--- src/rtl/btn_pkg.sv ---
// Shared definitions for the button press classifier: FSM state encoding
// and the default timing constants.
package btn_pkg;

  typedef enum logic [1:0] {
    ST_IDLE     = 2'b00,
    ST_PRESSED  = 2'b01,
    ST_LONG     = 2'b10,
    ST_WAIT_REL = 2'b11
  } btn_state_e;

  localparam int unsigned DEF_LONG_CYCLES   = 50_000_000;
  localparam int unsigned DEF_REPEAT_CYCLES = 10_000_000;
  localparam int unsigned DEF_CNT_W         = 26;

endpackage

--- src/rtl/btn_press_classifier_timer.sv ---
// Hold-duration counter with synchronous clear, count enable and a
// terminal-count compare against a caller-supplied value.
module cycle_timer #(
  parameter int unsigned CNT_W = 26
) (
  input  logic             clk,
  input  logic             reset,
  input  logic             clr_i,
  input  logic             en_i,
  input  logic [CNT_W-1:0] tc_val_i,
  output logic             tc_o
);

  logic [CNT_W-1:0] cnt_q;
  logic [CNT_W-1:0] cnt_d;

  // Clear has priority; the counter never wraps because the owner clears at terminal count.
  always_comb begin
    cnt_d = cnt_q;
    if (clr_i) begin
      cnt_d = '0;
    end else if (en_i) begin
      cnt_d = cnt_q + {{(CNT_W-1){1'b0}}, 1'b1};
    end else begin
      cnt_d = cnt_q;
    end
  end

  always_ff @(posedge clk or posedge reset) begin
    if (reset) begin
      cnt_q <= '0;
    end else begin
      cnt_q <= cnt_d;
    end
  end

  assign tc_o = (cnt_q == tc_val_i);

endmodule

--- src/rtl/btn_press_classifier.sv ---
// Classifies a debounced button level into one-cycle press, short-release,
// long-hold and auto-repeat pulses, suppressing presses held across reset.
module btn_press_classifier
  import btn_pkg::*;
#(
  parameter int unsigned LONG_CYCLES   = DEF_LONG_CYCLES,
  parameter int unsigned REPEAT_CYCLES = DEF_REPEAT_CYCLES,
  parameter int unsigned CNT_W         = DEF_CNT_W
) (
  input  logic       clk,
  input  logic       reset,
  input  logic       deb_in,
  output logic       press_pulse,
  output logic       short_pulse,
  output logic       long_pulse,
  output logic       repeat_pulse,
  output logic       held,
  output logic [1:0] state_out
);

  localparam logic [CNT_W-1:0] LONG_TC   = CNT_W'(LONG_CYCLES - 1);
  localparam logic [CNT_W-1:0] REPEAT_TC = CNT_W'(REPEAT_CYCLES - 1);

  btn_state_e       state_q, state_d;
  logic             press_q, press_d;
  logic             short_q, short_d;
  logic             long_q, long_d;
  logic             repeat_q, repeat_d;
  logic             tmr_clr_s, tmr_en_s, tmr_tc_s;
  logic [CNT_W-1:0] tc_val_s;

  assign tc_val_s = (state_q == ST_LONG) ? REPEAT_TC : LONG_TC;

  cycle_timer #(.CNT_W(CNT_W)) u_timer (
    .clk      (clk),
    .reset    (reset),
    .clr_i    (tmr_clr_s),
    .en_i     (tmr_en_s),
    .tc_val_i (tc_val_s),
    .tc_o     (tmr_tc_s)
  );

  // Release is tested before terminal count so it wins any coincidence.
  always_comb begin
    state_d   = state_q;
    press_d   = 1'b0;
    short_d   = 1'b0;
    long_d    = 1'b0;
    repeat_d  = 1'b0;
    tmr_clr_s = 1'b0;
    tmr_en_s  = 1'b0;
    case (state_q)
      ST_WAIT_REL: begin
        if (!deb_in) state_d = ST_IDLE;
        else         state_d = ST_WAIT_REL;
      end
      ST_IDLE: begin
        if (deb_in) begin
          state_d   = ST_PRESSED;
          press_d   = 1'b1;
          tmr_clr_s = 1'b1;
        end else begin
          state_d = ST_IDLE;
        end
      end
      ST_PRESSED: begin
        if (!deb_in) begin
          state_d   = ST_IDLE;
          short_d   = 1'b1;
          tmr_clr_s = 1'b1;
        end else if (tmr_tc_s) begin
          state_d   = ST_LONG;
          long_d    = 1'b1;
          tmr_clr_s = 1'b1;
        end else begin
          tmr_en_s = 1'b1;
        end
      end
      ST_LONG: begin
        if (!deb_in) begin
          state_d   = ST_IDLE;
          tmr_clr_s = 1'b1;
        end else if (tmr_tc_s) begin
          repeat_d  = 1'b1;
          tmr_clr_s = 1'b1;
        end else begin
          tmr_en_s = 1'b1;
        end
      end
      default: begin
        state_d = ST_WAIT_REL;
      end
    endcase
  end

  // Reset lands in WAIT_REL so a button held through reset must be released first.
  always_ff @(posedge clk or posedge reset) begin
    if (reset) begin
      state_q  <= ST_WAIT_REL;
      press_q  <= 1'b0;
      short_q  <= 1'b0;
      long_q   <= 1'b0;
      repeat_q <= 1'b0;
    end else begin
      state_q  <= state_d;
      press_q  <= press_d;
      short_q  <= short_d;
      long_q   <= long_d;
      repeat_q <= repeat_d;
    end
  end

  assign press_pulse  = press_q;
  assign short_pulse  = short_q;
  assign long_pulse   = long_q;
  assign repeat_pulse = repeat_q;
  assign held         = (state_q == ST_PRESSED) || (state_q == ST_LONG);
  assign state_out    = state_q;

endmodule
--- config.mk ---
export PLATFORM = sky130hd
export DESIGN_NAME = btn_press_classifier
export DESIGN_NICKNAME = d
export VERILOG_FILES = /design/src/rtl/btn_pkg.sv /design/src/rtl/btn_press_classifier_timer.sv /design/src/rtl/btn_press_classifier.sv
export SDC_FILE = /design/constraint.sdc
export NUM_CORES = 1
export LEC_CHECK = 0
export CAP_MARGIN = 25
export CELL_PAD_IN_SITES_DETAIL_PLACEMENT = 1
export CELL_PAD_IN_SITES_GLOBAL_PLACEMENT = 1
export CORE_MARGIN = 2
export CORE_UTILIZATION = 25
export DETAILED_ROUTE_END_ITERATION = 7
export PLACE_DENSITY_LB_ADDON = 0.1
export SYNTH_ARGS = -nofsm -noshare
export SYNTH_HDL_FRONTEND = slang
export SYNTH_SLANG_ARGS = --single-unit
--- constraint.sdc ---
create_clock -name clk -period 2.72 [get_ports clk]
set_clock_uncertainty 0.2 [all_clocks]
set_input_delay 0.68 -clock clk [delete_from_list [all_inputs] [get_ports clk]]
set_output_delay 0.68 -clock clk [all_outputs]
set_load 0.02 [all_outputs]
After elaboration in Yosys (flattened, before gate mapping)
Cells that the tools add are included.
W data, S select, Z words.
- input bits: 3
- output and inout port bits: 7
- flip-flop bits (word level): 32
- logic and storage cells: 40
- multiplexer cells: 22
- reductions and logical operators: 5
- equality and inequality tests: 6
- add/sub/neg operators: 1
- operators by type and width (kind ; number):
    $mux W26 ; 3
    $add A26 B1 Y26 const B ; 1
    $eq A26 B26 Y1 ; 1
    $mux W1 ; 13
    $mux W2 ; 4
    $pmux W2 S4 ; 1
    $eq A2 B2 Y1 const B ; 2
    $ne A3 B3 Y1 const B ; 1
    $eq A2 B1 Y1 const B ; 1
    $logic_not A2 Y1 ; 1
    $ne A2 B2 Y1 const B ; 1
    $pmux W1 S2 ; 1
    $reduce_and A2 Y1 ; 1
    $reduce_bool A2 Y1 ; 1
    $reduce_or A2 Y1 ; 1
    $logic_or A1 B1 Y1 ; 1

Logic depth before layout (Yosys ltp)
- word-level depth: 8
- depth in mapped cells: 9

Hierarchy
From an unflattened synthesis, not the netlist that was laid out.
- cell total of the unflattened synthesis: 213
- area, all modules: 2009.4 sq um
- by module, submodules not included (module ; times used ; cells each ; area each (sq um)):
    cycle_timer ; 1 ; 182 ; 1670.4
    btn_press_classifier ; 1 ; 31 ; 339.1

Least setup slack after synthesis
No wires, ideal clock.
- path type: register to register
- start point: register state_q[0] (netlist: state_out[0])
- end point: register u_timer.cnt_q[20]
- stages on the path, launching flop included: 10
- setup slack: 0.171 ns
- data arrival time: 2.230 ns
- path through: dfstp_2 inv_1 ha_1 nand3b_1 o2bb2a_2 nor4_4 o31a_1 buf_6 buf_8 nor2_1
- longest elaborated chain between the ends: 7
- elaborated cells on any way between the ends: 14
- RTL lines (item ; line ; text):
    from (decl) ; btn_press_classifier.sv:24 ; btn_state_e state_q, state_d;
    from (signal assigned) ; btn_press_classifier.sv:105 ; state_q <= state_d;
    $eq A2 B2 Y1 ; btn_press_classifier.sv:32, btn_press_classifier.sv:52 ;
    $mux W26 ; btn_press_classifier.sv:32 ; assign tc_val_s = (state_q == ST_LONG) ? REPEAT_TC : LONG_TC;
    $eq A26 B26 Y1 ; btn_press_classifier_timer.sv:37 ; assign tc_o = (cnt_q == tc_val_i);
    $mux W1 ; btn_press_classifier.sv:71, btn_press_classifier.sv:83 ;
    $mux W1, on equally long branches ; btn_press_classifier.sv:67, btn_press_classifier.sv:80 ;
    $pmux W1 S2 or $mux W1 (tied branches) ; -- ;
    $mux W26 or $reduce_bool A2 Y1 (tied branches) ; -- ;
    to (signal assigned) ; btn_press_classifier_timer.sv:33 ; cnt_q <= cnt_d;
    to (decl) ; btn_press_classifier_timer.sv:14 ; logic [CNT_W-1:0] cnt_q;
Several ways; a longest one is shown, not always the timed one.
A chain may end at the register's enable or synchronous reset.

Worst setup path in the final report
- start point: register state_q[1] (netlist: state_out[1])
- end point: output held
- longest elaborated chain between the ends: 2
- elaborated cells on any way between the ends: 3
- RTL lines (item ; line ; text):
    $eq A2 B1 Y1 or $eq A2 B2 Y1 (tied branches) ; btn_press_classifier.sv:117 ; assign held = (state_q == ST_PRESSED) || (state_q == ST_LONG);
    $logic_or A1 B1 Y1 * ; btn_press_classifier.sv:117 ;
    to (decl) ; btn_press_classifier.sv:17 ; output logic held,
Every way passes the cells marked *; elsewhere a longest branch is shown, timed or not.

==> flow_metrics.env <==
export IMPL_status="completed"
export IMPL_critical_path_top_delay_family="flip-flops"
export IMPL_final_util_pct=30.3
export IMPL_reg2reg_depth=7
export IMPL_ys_warn_count=0
export IMPL_finalWirelength_um=4830
export IMPL_grtUsageTotal_pct=12.5
export IMPL_syn_inst=190
export IMPL_setup_viol=0
export IMPL_antenna_found_initial=0
export IMPL_clk_pin_slew_ns=0.06
export IMPL_dieArea_mm2=0.00842
export IMPL_n_antenna_cell=0
export IMPL_synthXorXnorAreaFrac_pct=6.83
export IMPL_hpwlAfterDp_um=3490
export IMPL_finalNonFillerCells=308
export IMPL_drt_iter0_drc=57
export IMPL_grt_pass1_wl_um=8290
export IMPL_post_route_period_util_pct=92.8
export IMPL_numPlacedInstances=300
export IMPL_synth_distinct_cells=42
export IMPL_r2r_end="u_timer.cnt_q[5]"
export IMPL_htree_levels=2
export IMPL_io_pins=10
export IMPL_irDropWorstVdd_v=0.000217
export IMPL_synth_seq_area_share_pct=41.7
export IMPL_max_freq_ghz=0.396
export IMPL_hp_class="flop to flop"
export IMPL_cts_hold_buf=0
export IMPL_rsz0062_at_grt="false"
export IMPL_synth_compound_area_share_pct=11.6
export IMPL_final_hold_viol_count=0
export IMPL_required_ns=1.84
export IMPL_gp_congestion=0.696
export IMPL_fp_dieH_um=91.7
export IMPL_avgSynthCellArea_um2=10.1
export IMPL_drc=0
export IMPL_worst_slack_ns=0.195
export IMPL_grt_max_degree=33
export IMPL_initial_core_util_pct=26.1
export IMPL_syn_to_final_growth_pct=16.2
export IMPL_cp_end_kind="primary output"
export IMPL_cp_slowest_stage_delay_ns=0.57
export IMPL_post_cts_setup_buffer_count=0
export IMPL_min_delay_start="state_out[0]"
export IMPL_synthSimpleGateAreaFrac_pct=29.2
export IMPL_wire_per_inst_um=15.7
export IMPL_synth_fa_ha_area_share_pct=3.25
export IMPL_layout_min_cycle_time_ns=2.52
export IMPL_clk_latency_ns=0.29
export IMPL_whs_endpoint="state_out[0]"
export IMPL_post_drt_via_cell_ratio=4.90
export IMPL_ys_seq_elements=32
export IMPL_root_buffer="clkbuf_8"
export IMPL_ant_nets=0
export IMPL_synth_top_family_by_area="simple AND/OR/NAND/NOR gates"
export IMPL_critical_path_max_fanout=5
export IMPL_numCtsBuffers=5
export IMPL_power_uw=1470
export IMPL_grt_ovfl_total=0
export IMPL_cpMaxStageDelayCell="dfstp_2"
export IMPL_vias=1509
export IMPL_worst_pin_slew_ns=0.497
export IMPL_drive_above_1_share_pct=23.4
export IMPL_portBuffers=9
export IMPL_synth_mux_area_share_pct=1.69
export IMPL_rows=31
export IMPL_cap_violations=0
export IMPL_nets=216
export IMPL_hold_path_depth=2
export IMPL_pre_cts_ws_ns=0.0554
export IMPL_fin_tns_setup_ns=0
export IMPL_path_buf_inv=2
export IMPL_cp_cell_sequence="inv_1 -> ha_1 -> dlygate4sd2_1"
export IMPL_crit_path_start_kind="flop"
export IMPL_die_x_um=91.7
export IMPL_synth_area_mm2=0.00192
export IMPL_cts_sinks=32
export IMPL_drt_pass1_iterations=4
export IMPL_cts_tree="done"
export IMPL_power_density_mw_per_mm2=657
export IMPL_cp_num_cells=3
export IMPL_critical_path_arrival_ns=1.64
export IMPL_core_area_mm2=0.00737
export IMPL_cts_buffer_depth=2
export IMPL_syn_num_nets=198
export IMPL_relSlewSlack_pct=66.6
export IMPL_drv_slew=0
export IMPL_power_leakage_uw=0.000833
export IMPL_reg2reg_slack_ns=0.21
export IMPL_r2r_start="state_out[0]"
export IMPL_critPathKind="flop to primary output"
export IMPL_first_global_vias=1534
[layout make-up]
cell class	instances	area (µm²)
fill	869	5130
multi-input combinational	142	1010
sequential	32	803
timing repair buffer	18	181
tap	99	124
clock buffer	8	80.1
inverter	9	33.8
[cells by family after synthesis]
family / count (synthesis)
and+or+nand+nor: 92
DFF: 32
AOI/OAI and AO/OA: 28
buffers and inverters: 16
xor gates and xnor gates: 15
adders and majority gates: 5
muxes: 2
[power breakdown]
group          internal (µW)  total, µW  switching (µW)
Sequential               514        542            27.5
Combinational            222        566             344
Clock                    182        361             179
[metal layers]
layer	vias up	global-route usage, %	share of wire (%)
met2	12	19.2	44
li1	723	-	-
met1	767	17.3	52
met5	-	0	0
met3	7	3.29	2.6
met4	0	3.36	1.2
[tightest hold or removal path, stage by stage (launching register included)]
cell,delay (ns)
dfstp_2,0.39
nand2_1,0.07
mux2i_1,0.06
[sequential cells by signal (all words and copies together), names as in the netlist]
register       count
state_out          2
u_timer.cnt_q     26
repeat_pulse       1
press_pulse        1
short_pulse        1
long_pulse         1
[cells in the final DEF, fill, tap and decap left out, types with 2 or more instances in the layout]
cell type / Yosys / final
nand3_1: 9 / 9
nand3b_1: 2 / 2
inv_1: 8 / 8
ha_1: 5 / 4
and2_2: 2 / 2
buf_12: 1 / 2
nor3_1: 7 / 7
o21ai_2: 5 / 5
nand4_1: 7 / 7
a21oi_1: 3 / 3
and2_1: 3 / 3
clkdlybuf4s50_1: 0 / 8
clkbuf_1: 2 / 3
buf_4: 0 / 7
or3_2: 5 / 5
and3_2: 3 / 3
a21oi_2: 9 / 9
o31ai_1: 7 / 7
dfstp_2: 2 / 2
clkbuf_8: 0 / 5
nor4_1: 6 / 6
and3_1: 4 / 4
or4_2: 2 / 2
dfrtp_1: 30 / 30
nor2_1: 21 / 21
or4_1: 4 / 4
nand2_1: 9 / 9
xnor2_1: 15 / 15
[repair_timing]
| action | 4_1_cts | 5_1_grt |
|---|---|---|
| pin swaps | 0 | 2 |
| endpoints found under the hold margin | 0 | 0 |
| resized for setup | 1 | 1 |
| setup endpoints to repair | 1 | 28 |
[cell usage after synthesis (all sizes together)]
cell,instances,share of area (%)
ha,5,3.3
inv,9,1.8
nor2,21,4.1
dfrtp,30,39
o21ai,6,2.5
nor3,7,1.8
nand2,9,1.8
nand3,9,2.3
or3,5,2.0
and4b,1,0.52
nor3b,1,0.39
and3,7,2.5
nor4bb,2,1.8
or4,7,3.1
and4bb,1,0.65
o21bai,1,0.39
nand3b,2,0.78
and4,1,0.46
o31a,1,0.46
nand4,7,2.3
nor4,7,3.1
mux2i,2,1.7
clkbuf,2,0.39
and2,5,1.8
o2bb2a,1,0.59
a21oi,12,4.9
xnor2,15,6.8
o31ai,7,2.7
dfstp,2,2.7
buf,5,3.6
[how the worst max path moves through the flow]
| stage | start | slack, ns | to |
|---|---|---|---|
| 6_report | state_out[1] | 0.20 | held |
| 5_1_grt | state_out[0] | 0.06 | u_timer.cnt_q[8] |
| 4_1_cts | state_out[0] | 0.04 | u_timer.cnt_q[8] |
| 3_5_place_dp | state_out[0] | 0.06 | u_timer.cnt_q[8] |
| 3_3_place_gp | state_out[0] | 0.07 | u_timer.cnt_q[9] |
| 2_1_floorplan | state_out[0] | 0.17 | u_timer.cnt_q[20] |
[metrics by stage]
step	instance area (µm²)	hold WS (ns)
floorplan	1920	0.323
global placement	2150	0.308
detailed placement	2150	0.328
CTS	2230	0.335
global route	2240	0.360
finish	2240	0.326
No activity file was read; power rests on OpenSTA's default activity.
